### config.mk
export PLATFORM = sky130hd
export DESIGN_NAME = lzc_norm_arb_flat
export DESIGN_NICKNAME = d
export VERILOG_FILES = /design/src/rtl/lzc_norm_arb_if.sv /design/src/rtl/lzc_norm_arb.sv /design/src/flat_wrapper.sv
export SDC_FILE = /design/constraint.sdc
export NUM_CORES = 1
export LEC_CHECK = 0
export CAP_MARGIN = 20
export CORE_ASPECT_RATIO = 0.6
export CORE_UTILIZATION = 46
export DETAILED_ROUTE_END_ITERATION = 12
export HOLD_SLACK_MARGIN = 0.02
export MAX_ROUTING_LAYER = met4
export PLACE_DENSITY = 0.81
export SETUP_SLACK_MARGIN = 0.15
export SLEW_MARGIN = 20
export SYNTH_ARGS = -nofsm -noshare
export SYNTH_HDL_FRONTEND = slang
export SYNTH_SLANG_ARGS = --single-unit
### constraint.sdc
create_clock -name clk -period 2.25 [get_ports clk]
set_input_delay 0.45 -clock clk [delete_from_list [all_inputs] [get_ports clk]]
set_output_delay 0.45 -clock clk [all_outputs]
set_load 0.02 [all_outputs]
### src/rtl/lzc_norm_arb_if.sv
// lzc_norm_arb_if: request/response bundle shared by the normalizer and its requesters.
// slave  = normalizer side (takes req/req_data/out_ready, drives ack and result).
// master = requesters plus result consumer.
interface lzc_norm_arb_if #(
  parameter int WIDTH = 16,
  parameter int NREQ  = 4
);
  localparam int SW = $clog2(WIDTH) + 1;
  localparam int IW = $clog2(NREQ);
  logic [NREQ-1:0]       req;
  logic [NREQ*WIDTH-1:0] req_data;
  logic [NREQ-1:0]       req_ack;
  logic                  out_valid;
  logic                  out_ready;
  logic [IW-1:0]         out_id;
  logic [SW-1:0]         out_shift;
  logic [WIDTH-1:0]      out_norm;
  logic                  out_zero;
  modport slave (
    input  req, req_data, out_ready,
    output req_ack, out_valid, out_id, out_shift, out_norm, out_zero
  );
  modport master (
    output req, req_data, out_ready,
    input  req_ack, out_valid, out_id, out_shift, out_norm, out_zero
  );
endinterface

### src/rtl/lzc_norm_arb.sv
// lzc_norm_arb: shared leading-zero normalizer arbitrating NREQ requesters onto one LZC/shift datapath.
// Ports: clk, reset_n (async active-low), ifc (lzc_norm_arb_if.slave: req/req_data/req_ack in,
//        out_valid/out_ready/out_id/out_shift/out_norm/out_zero result handshake).
// LZC_NORM_ARB_RR_EN: defined = round-robin arbitration, undefined = fixed priority (lowest index).
module lzc_norm_arb #(
  parameter int WIDTH = 16,
  parameter int NREQ  = 4
) (
  input  logic         clk,
  input  logic         reset_n,
  lzc_norm_arb_if.slave ifc
);
  localparam int SW = $clog2(WIDTH) + 1;
  localparam int IW = $clog2(NREQ);
  typedef enum logic [1:0] {IDLE, COUNT, SHIFT, RESP} state_t;
  state_t           state_q, state_d;
  logic [WIDTH-1:0] data_q, data_d, norm_q, norm_d;
  logic [IW-1:0]    id_q, id_d, oid_q, oid_d, win;
  logic [SW-1:0]    cnt_q, cnt_d, shift_q, shift_d, lzc;
  logic [NREQ-1:0]  ack_q, ack_d;
  logic             valid_q, valid_d, zero_q, zero_d, grant;
  logic [WIDTH-1:0] ops [NREQ];
  for (genvar i = 0; i < NREQ; i++) begin : g_op
    assign ops[i] = ifc.req_data[i*WIDTH +: WIDTH];
  end
  // Ascending scan: the highest set bit is written last and wins.
  always_comb begin
    lzc = SW'(WIDTH);
    for (int i = 0; i < WIDTH; i++) if (data_q[i]) lzc = SW'(WIDTH - 1 - i);
  end
`ifdef LZC_NORM_ARB_RR_EN
  logic [IW-1:0] last_q;
  int            rr_t;
  // Scan from the far end of the search order so the first requester after last is written last.
  always_comb begin
    win  = '0;
    rr_t = 0;
    for (int k = NREQ; k >= 1; k--) begin
      rr_t = (int'(last_q) + k) % NREQ;
      if (ifc.req[IW'(rr_t)]) win = IW'(rr_t);
    end
  end
  always_ff @(posedge clk or negedge reset_n) begin
    if (!reset_n) last_q <= IW'(NREQ - 1);
    else if (grant) last_q <= win;
  end
`else
  always_comb begin
    win = '0;
    for (int k = NREQ - 1; k >= 0; k--) if (ifc.req[IW'(k)]) win = IW'(k);
  end
`endif
  always_comb begin
    state_d = state_q;
    data_d  = data_q;
    id_d    = id_q;
    cnt_d   = cnt_q;
    ack_d   = '0;
    valid_d = valid_q;
    oid_d   = oid_q;
    shift_d = shift_q;
    norm_d  = norm_q;
    zero_d  = zero_q;
    grant   = 1'b0;
    case (state_q)
      IDLE: grant = |ifc.req;
      COUNT: begin
        cnt_d   = lzc;
        state_d = SHIFT;
      end
      SHIFT: begin
        shift_d = cnt_q;
        zero_d  = cnt_q[SW-1];
        norm_d  = cnt_q[SW-1] ? '0 : data_q << cnt_q[SW-2:0];
        oid_d   = id_q;
        valid_d = 1'b1;
        state_d = RESP;
      end
      RESP: if (ifc.out_ready) begin
        valid_d = 1'b0;
        grant   = |ifc.req;
        state_d = IDLE;
      end
      default: state_d = IDLE;
    endcase
    // The ack pulse lands in the COUNT cycle, after the operand has been captured.
    if (grant) begin
      data_d  = ops[win];
      id_d    = win;
      ack_d   = NREQ'(1) << win;
      state_d = COUNT;
    end
  end
  always_ff @(posedge clk or negedge reset_n) begin
    if (!reset_n) begin
      state_q <= IDLE;
      data_q  <= '0;
      id_q    <= '0;
      cnt_q   <= '0;
      ack_q   <= '0;
      valid_q <= 1'b0;
      oid_q   <= '0;
      shift_q <= '0;
      norm_q  <= '0;
      zero_q  <= 1'b0;
    end else begin
      state_q <= state_d;
      data_q  <= data_d;
      id_q    <= id_d;
      cnt_q   <= cnt_d;
      ack_q   <= ack_d;
      valid_q <= valid_d;
      oid_q   <= oid_d;
      shift_q <= shift_d;
      norm_q  <= norm_d;
      zero_q  <= zero_d;
    end
  end
  assign ifc.req_ack   = ack_q;
  assign ifc.out_valid = valid_q;
  assign ifc.out_id    = oid_q;
  assign ifc.out_shift = shift_q;
  assign ifc.out_norm  = norm_q;
  assign ifc.out_zero  = zero_q;
endmodule

### src/flat_wrapper.sv
// flat-port wrapper written by rule: the top's interface ports become plain ports
module lzc_norm_arb_flat 
#(
  parameter int WIDTH = 16,
  parameter int NREQ  = 4
)
  (clk, reset_n, ifc_req, ifc_req_data, ifc_out_ready, ifc_req_ack, ifc_out_valid, ifc_out_id, ifc_out_shift, ifc_out_norm, ifc_out_zero);
  lzc_norm_arb_if #(.WIDTH(WIDTH), .NREQ(NREQ)) ifc_i ();
  input  logic clk;
  input  logic reset_n;
  input wire logic [$bits(ifc_i.req)-1:0] ifc_req;
  input wire logic [$bits(ifc_i.req_data)-1:0] ifc_req_data;
  input wire logic [$bits(ifc_i.out_ready)-1:0] ifc_out_ready;
  output wire logic [$bits(ifc_i.req_ack)-1:0] ifc_req_ack;
  output wire logic [$bits(ifc_i.out_valid)-1:0] ifc_out_valid;
  output wire logic [$bits(ifc_i.out_id)-1:0] ifc_out_id;
  output wire logic [$bits(ifc_i.out_shift)-1:0] ifc_out_shift;
  output wire logic [$bits(ifc_i.out_norm)-1:0] ifc_out_norm;
  output wire logic [$bits(ifc_i.out_zero)-1:0] ifc_out_zero;
  assign ifc_i.req = ifc_req;
  assign ifc_i.req_data = ifc_req_data;
  assign ifc_i.out_ready = ifc_out_ready;
  assign ifc_req_ack = ifc_i.req_ack;
  assign ifc_out_valid = ifc_i.out_valid;
  assign ifc_out_id = ifc_i.out_id;
  assign ifc_out_shift = ifc_i.out_shift;
  assign ifc_out_norm = ifc_i.out_norm;
  assign ifc_out_zero = ifc_i.out_zero;
  lzc_norm_arb #(.WIDTH(WIDTH), .NREQ(NREQ)) u_core (.clk(clk), .reset_n(reset_n), .ifc(ifc_i));
endmodule
== Word-level counts from Yosys, hierarchy flattened ==
Cells that the tools add are included.

* Bits in registers: 54

* Reduce and logical (&&, ||, !) cells: 6
* $lt $le $gt $ge: 1
* Shift-type cells: 2
* Multiplexer cells: 30
* Eq/ne operators: 5
* Bitwise operators: 1

{| class="wikitable"
|+ Operators by type and width
! cell !! count
|-
| $mux W5 || 16
|-
| $mux W16 || 3
|-
| $bmux W16 S2 || 1
|-
| $shl A16 B4 Y16 || 1
|-
| $mux W2 || 4
|-
| $pmux W2 S3 || 1
|-
| $eq A2 B2 Y1 const B || 2
|-
| $mux W4 || 1
|-
| $pmux W1 S2 || 2
|-
| $reduce_and A2 Y1 || 2
|-
| $reduce_bool A4 Y1 || 1
|-
| $reduce_or A4 Y1 || 1
|-
| $shl A1 B2 Y4 const A || 1
|-
| $ge A3 B3 Y1 const B || 1
|-
| $ne A3 B2 Y1 const B || 1
|-
| $not A2 Y3 || 1
|-
| $eq A2 B1 Y1 const B || 1
|-
| $logic_not A2 Y1 || 1
|-
| $mux W1 || 2
|-
| $ne A2 B2 Y1 const B || 1
|-
| $reduce_bool A2 Y1 || 1
|}

== Depth between registers and ports, before layout ==
Gate-level depths: netlist of run 1.

* Depth in word-level cells: 16
* Mapped depth: 8

== Worst setup path after synthesis of run 1 ==
Ideal clock, no wire load.

* Path type: register to register
* Start point: register u_core.state_q[0]
* End point: register u_core.data_q[10]
* Buffers on the path: 2
* Cell stages (with the launch flop): 8
* Data arrival time: 1.578 ns
* Setup time: 0.130 ns
* Path slack: 0.542 ns
* Clock period less this slack: 1.708 ns
* Path through: dfrtp_1 ha_1 a21o_1 and2_0 clkbuf_1 buf_2 a32oi_1 o21ai_0

* Word-level cells in the longest chain between the ends: 2

{| class="wikitable"
|+ Ends and longest elaborated chain
! element !! RTL line !! RTL
|-
| start: declaration || lzc_norm_arb.sv:16 || <nowiki>state_t state_q, state_d;</nowiki>
|-
| start signal: assignment || lzc_norm_arb.sv:107 || <nowiki>state_q <= state_d;</nowiki>
|-
| $eq A2 B2 Y1 or $logic_not A2 Y1 (tied branches) || lzc_norm_arb.sv:65 || <nowiki>case (state_q)</nowiki>
|-
| $pmux W1 S2 * || lzc_norm_arb.sv:65 ||
|-
| end signal: assignment || lzc_norm_arb.sv:108 || <nowiki>data_q <= data_d;</nowiki>
|-
| end: declaration || lzc_norm_arb.sv:17 || <nowiki>logic [WIDTH-1:0] data_q, data_d, norm_q, norm_d;</nowiki>
|}

Every way passes the cells marked *; elsewhere a longest branch is shown, timed or not.
A chain may end at the register's enable or synchronous reset.

== Worst setup path in the final report of run 1 ==
* Start point: register u_core.state_q[0]
* End point: register u_core.norm_q[7] (netlist: u_core.ifc.out_norm[7])

* Word-level cells in the longest chain between the ends: 1

{| class="wikitable"
|+ Ends and longest elaborated chain
! element !! RTL line !! RTL
|-
| $eq A2 B2 Y1 || lzc_norm_arb.sv:65 ||
|-
| end signal: assignment || lzc_norm_arb.sv:115 || <nowiki>norm_q <= norm_d;</nowiki>
|-
| end: declaration || lzc_norm_arb.sv:17 ||
|}

Every way passes these cells.

==> summary.md, run 1 <==
| Metric | Value |
|---|---|
| Status | `finished clean` |
| Bufs on Longest Clock Path | `2` |
| RSZ-0062 raised after global routing | `no` |
| Final nets | `415` |
| Final Skew | `approximately 5.4 ps` |
| Worst IR Drop VDD | `0.000758 V` |
| Initial drt markers | `256` |
| Yosys cell types | `51` |
| Number of instances in the placed design | `~400` |
| Antenna Nets Post-Route | `0` |
| Synth Area in Simple Gates | `14.9%` |
| Cell Chain, Critical Path | `inv_1 -> ha_1 -> or3b_2 -> nor2_2 -> a22oi_1 -> o21ai_0` |
| Worst reg2reg setup slack | `260 ps` |
| Data required time at the worst endpoint | `2480 ps` |
| Die area | `between 6000 and 7000 µm²` |
| Clk slew on worst S/H paths | `around 90 ps` |
| CTS buffer count | `5` |
| CP Class | `reg -> reg` |
| Routed vias/inst | `5.88` |
| Drt pass-1 iters | `5` |
| Multi-input logic area | `between 1000 and 1500 µm²` |
| Critical path peak fanout | `8` |
| Dominant register cell in the synthesized netlist | `dfrtp_1` |
| Setup TNS | `0 ps` |
| R2R depth | `6` |
| Design Area, Final | `3720 µm²` |
| IO Count | `100` |
| Dominant cell type by area after synthesis | `dfrtp_1` |
| Reg-to-Reg End | `u_core.ifc.out_norm[7]` |
| Crit-path max cell delay | `520 ps` |
| Largest family of logic cells by synthesized area | `compound AO/OA/AOI/OAI gates` |
| Number of remaining DRC errors | `0` |
| Mux contribution to synthesized area | `between 10% and 20%` |
| Final wirelength | `between 7 and 8 mm` |
| Detailed Place HPWL | `5.22 mm` |
| Fillcell total | `477` |
| Maximum capacitance violations | `0` |
| Hold violation count in the final report | `0` |
| Worst min-delay path class | `in -> async` |
| Top cells by count, synth | `dfrtp_1, o21ai_0, nand2b_1` |
| Congestion Overflow GR | `0` |
| Slew Limit Headroom | `57.9%` |
| Area Overhead vs Synth | `29.9%` |
| Die Height | `about 63 µm` |
| #FFs+latches synth | `49` |
| CP endpoint kind | `flip-flop` |
| Clk_lat worst skew | `310 ps` |
| Worst Tran Pin Value | `631 ps` |
| Crit path DAT | `about 2200 ps` |
| Static leakage | `1.53 nW` |
| Final Wtd Congestion | `just over 0.9` |
| Core area | `slightly below 6000 µm²` |
| Vias in the first global route | `2462` |
| Routed WL per cell | `~17 µm` |
| Mapped Area | `2860 µm²` |
| Via count | `around 2500` |
| Post-synthesis xor/xnor area fraction | `0%` |
| Worst Setup SP | `u_core.state_q[0]` |
| Initial antenna violation count | `0` |
| Setup crit end | `u_core.ifc.out_norm[7]` |
| Hold slack | `220 ps` |
| CTS tree | `built` |
| Nature of the critical path startpoint | `flip-flop` |
| Final Max Slew Viols | `0` |
| FF/Latch Area | `1230 µm²` |
| Placed cell areas | `between 3000 and 4000 µm²` |
| Final number of setup-violating endpoints | `0` |
| Adder-cell share of the synthesized area | `2.19%` |
| Post-synthesis compound-gate area fraction | `20.2%` |
| Synth area leaders | `dfrtp_1, mux2i_1, mux2_2, a32oi_1, nand2b_1` |
| Asr flop ratio synth | `100%` |
| Post-synth EDFFs | `0` |
| # rows | `21` |
| Post-synthesis sequential area ratio | `42.8%` |
| Die W | `104 µm` |
| Pwr/cell area | `1420 nW/µm²` |
| Layout cells sized above 1 | `roughly an eighth` |
| Antenna fix cells | `0` |
| Synth top area share | `42.8%` |
| Post-Layout Cell Count | `420` |
| Root Buffer | `clkbuf_8` |
| CTS H-tree lvls | `2` |
| Total GRT Usage | `24.4%` |
| Cells after Synth | `between 200 and 300` |
| CTS sink count | `49` |
| Global-route wire length before repair | `12.4 mm` |
| Final worst path period share | `88.5%` |
| Max Freq | `roughly 0.5 GHz` |
| Buffers on Ports | `64` |
| Critical Path Slowest Stage Cell | `or3b_2` |
| Most common cell in the netlist | `dfrtp_1` |
| Syn Area/Cell | `10.3 µm²` |
| Starting Density | `around half` |
| Synth warnings | `0` |
| Util after Layout | `~64%` |
| R2R Path Start | `u_core.state_q[0]` |
| Clock period minus worst slack | `1990 ps` |
| Largest net degree at the start of global routing | `50` |
[state kept, by name (all words and copies together), names as in the netlist]
| signal | count |
|---|---|
| u_core.cnt_q | 5 |
| u_core.data_q | 16 |
| u_core.id_q | 1 |
| u_core.ifc.out_id | 1 |
| u_core.ifc.out_norm | 16 |
| u_core.ifc.out_shift | 5 |
| u_core.ifc.out_valid | 1 |
| u_core.ifc.req_ack | 2 |
| u_core.state_q | 2 |
[power breakdown]
part | switching [W] | total [W] | internal (W)
Combinational | 0.00149 | 0.00284 | 0.00136
Clock | 0.000304 | 0.000746 | 0.000442
Sequential | 0.000453 | 0.00170 | 0.00125
[layout make-up]
| cell class | count | share of cell area [%] |
|---|---|---|
| clock buffers | 5 | 1.85 |
| clock inverters | 3 | 1.75 |
| inverters | 11 | 1.11 |
| multi-input cells | 197 | 40.0 |
| flip-flops and latches | 49 | 33.0 |
| well taps | 80 | 2.69 |
| repair buffers | 75 | 19.7 |
[cells in the final DEF (no fill, tap or decap), types with 3 or more instances in the layout]
cell type / n
clkdlybuf4s50_1: 63
dfrtp_1: 49
o21ai_0: 20
nand2b_1: 19
nand2_1: 17
mux2i_1: 16
a32oi_1: 15
mux2_2: 12
inv_1: 10
buf_4: 10
nor2_1: 9
a21oi_1: 9
nor3_1: 5
mux4_2: 5
ha_1: 5
clkbuf_8: 5
nor4_1: 4
a22o_1: 4
o221ai_1: 4
o2bb2ai_1: 3
nor3b_1: 3
nand3_1: 3
a221o_1: 3
a22oi_1: 3
and2_1: 3
conb_1: 3
[metal layers]
layer / global-route usage, % / vias up / wire length (µm)
li1: - / 1159 / -
met1: 34.6 / 1200 / 3430
met2: 35.4 / 105 / 3080
met3: 6.00 / 6 / 632
met4: 5.00 / 0 / 42
met5: - / - / 0
[logic make-up (layout without fill, tap and decap cells)]
family	count (synthesis)	after routing
AO/OA/AOI/OAI	79	79
adder cells (fa/ha/maj)	5	5
buffers and inverters	33	94
flip-flops	49	49
multiplexers	33	33
other	1	3
AND/OR/NAND/NOR	77	77
[worst max-delay path, delay by kind of cell, from the launching register on]
kind | cells | cell delay [ps]
compound gates | 2 | 340
fa+ha+maj | 1 | 160
buf+inv | 1 | 110
flops | 1 | 450
simple gates | 2 | 850
[metrics by stage]
| stage | setup slack (ps) | power (W) |
|---|---|---|
| 2_1_floorplan | 542 | 0.00355 |
| 3_3_place_gp | 47.9 | 0.00446 |
| 3_5_place_dp | -8.92 | 0.00452 |
| 4_1_cts | 210 | 0.00529 |
| 5_1_grt | 161 | 0.00567 |
| 6_report | 258 | 0.00529 |
[worst min path at each step]
stage / startpoint / end / slack, ps
6_report: reset_n / u_core.data_q[7] / 220
3_3_place_gp: u_core.id_q[0] / u_core.id_q[0] / 460
2_1_floorplan: reset_n / u_core.cnt_q[0] / 150
5_1_grt: reset_n / u_core.data_q[5] / 280
3_5_place_dp: u_core.id_q[0] / u_core.id_q[0] / 460
4_1_cts: reset_n / u_core.data_q[7] / 260
[timing repair]
| item | 4_1_cts | 5_1_grt |
|---|---|---|
| setup endpoints to repair | 0 | 15 |
| gates resized for setup | 0 | 1 |
| hold buffers | 0 | 0 |
| setup buffers | 0 | 0 |
(Power assumes the default switching activity.)
==> run 2, diff against run 1 <==
- SLEW_MARGIN: 20 -> 5
==> results of run 2 <==
Same layout as run 1: the final DEF is identical, and so are final timing and power.
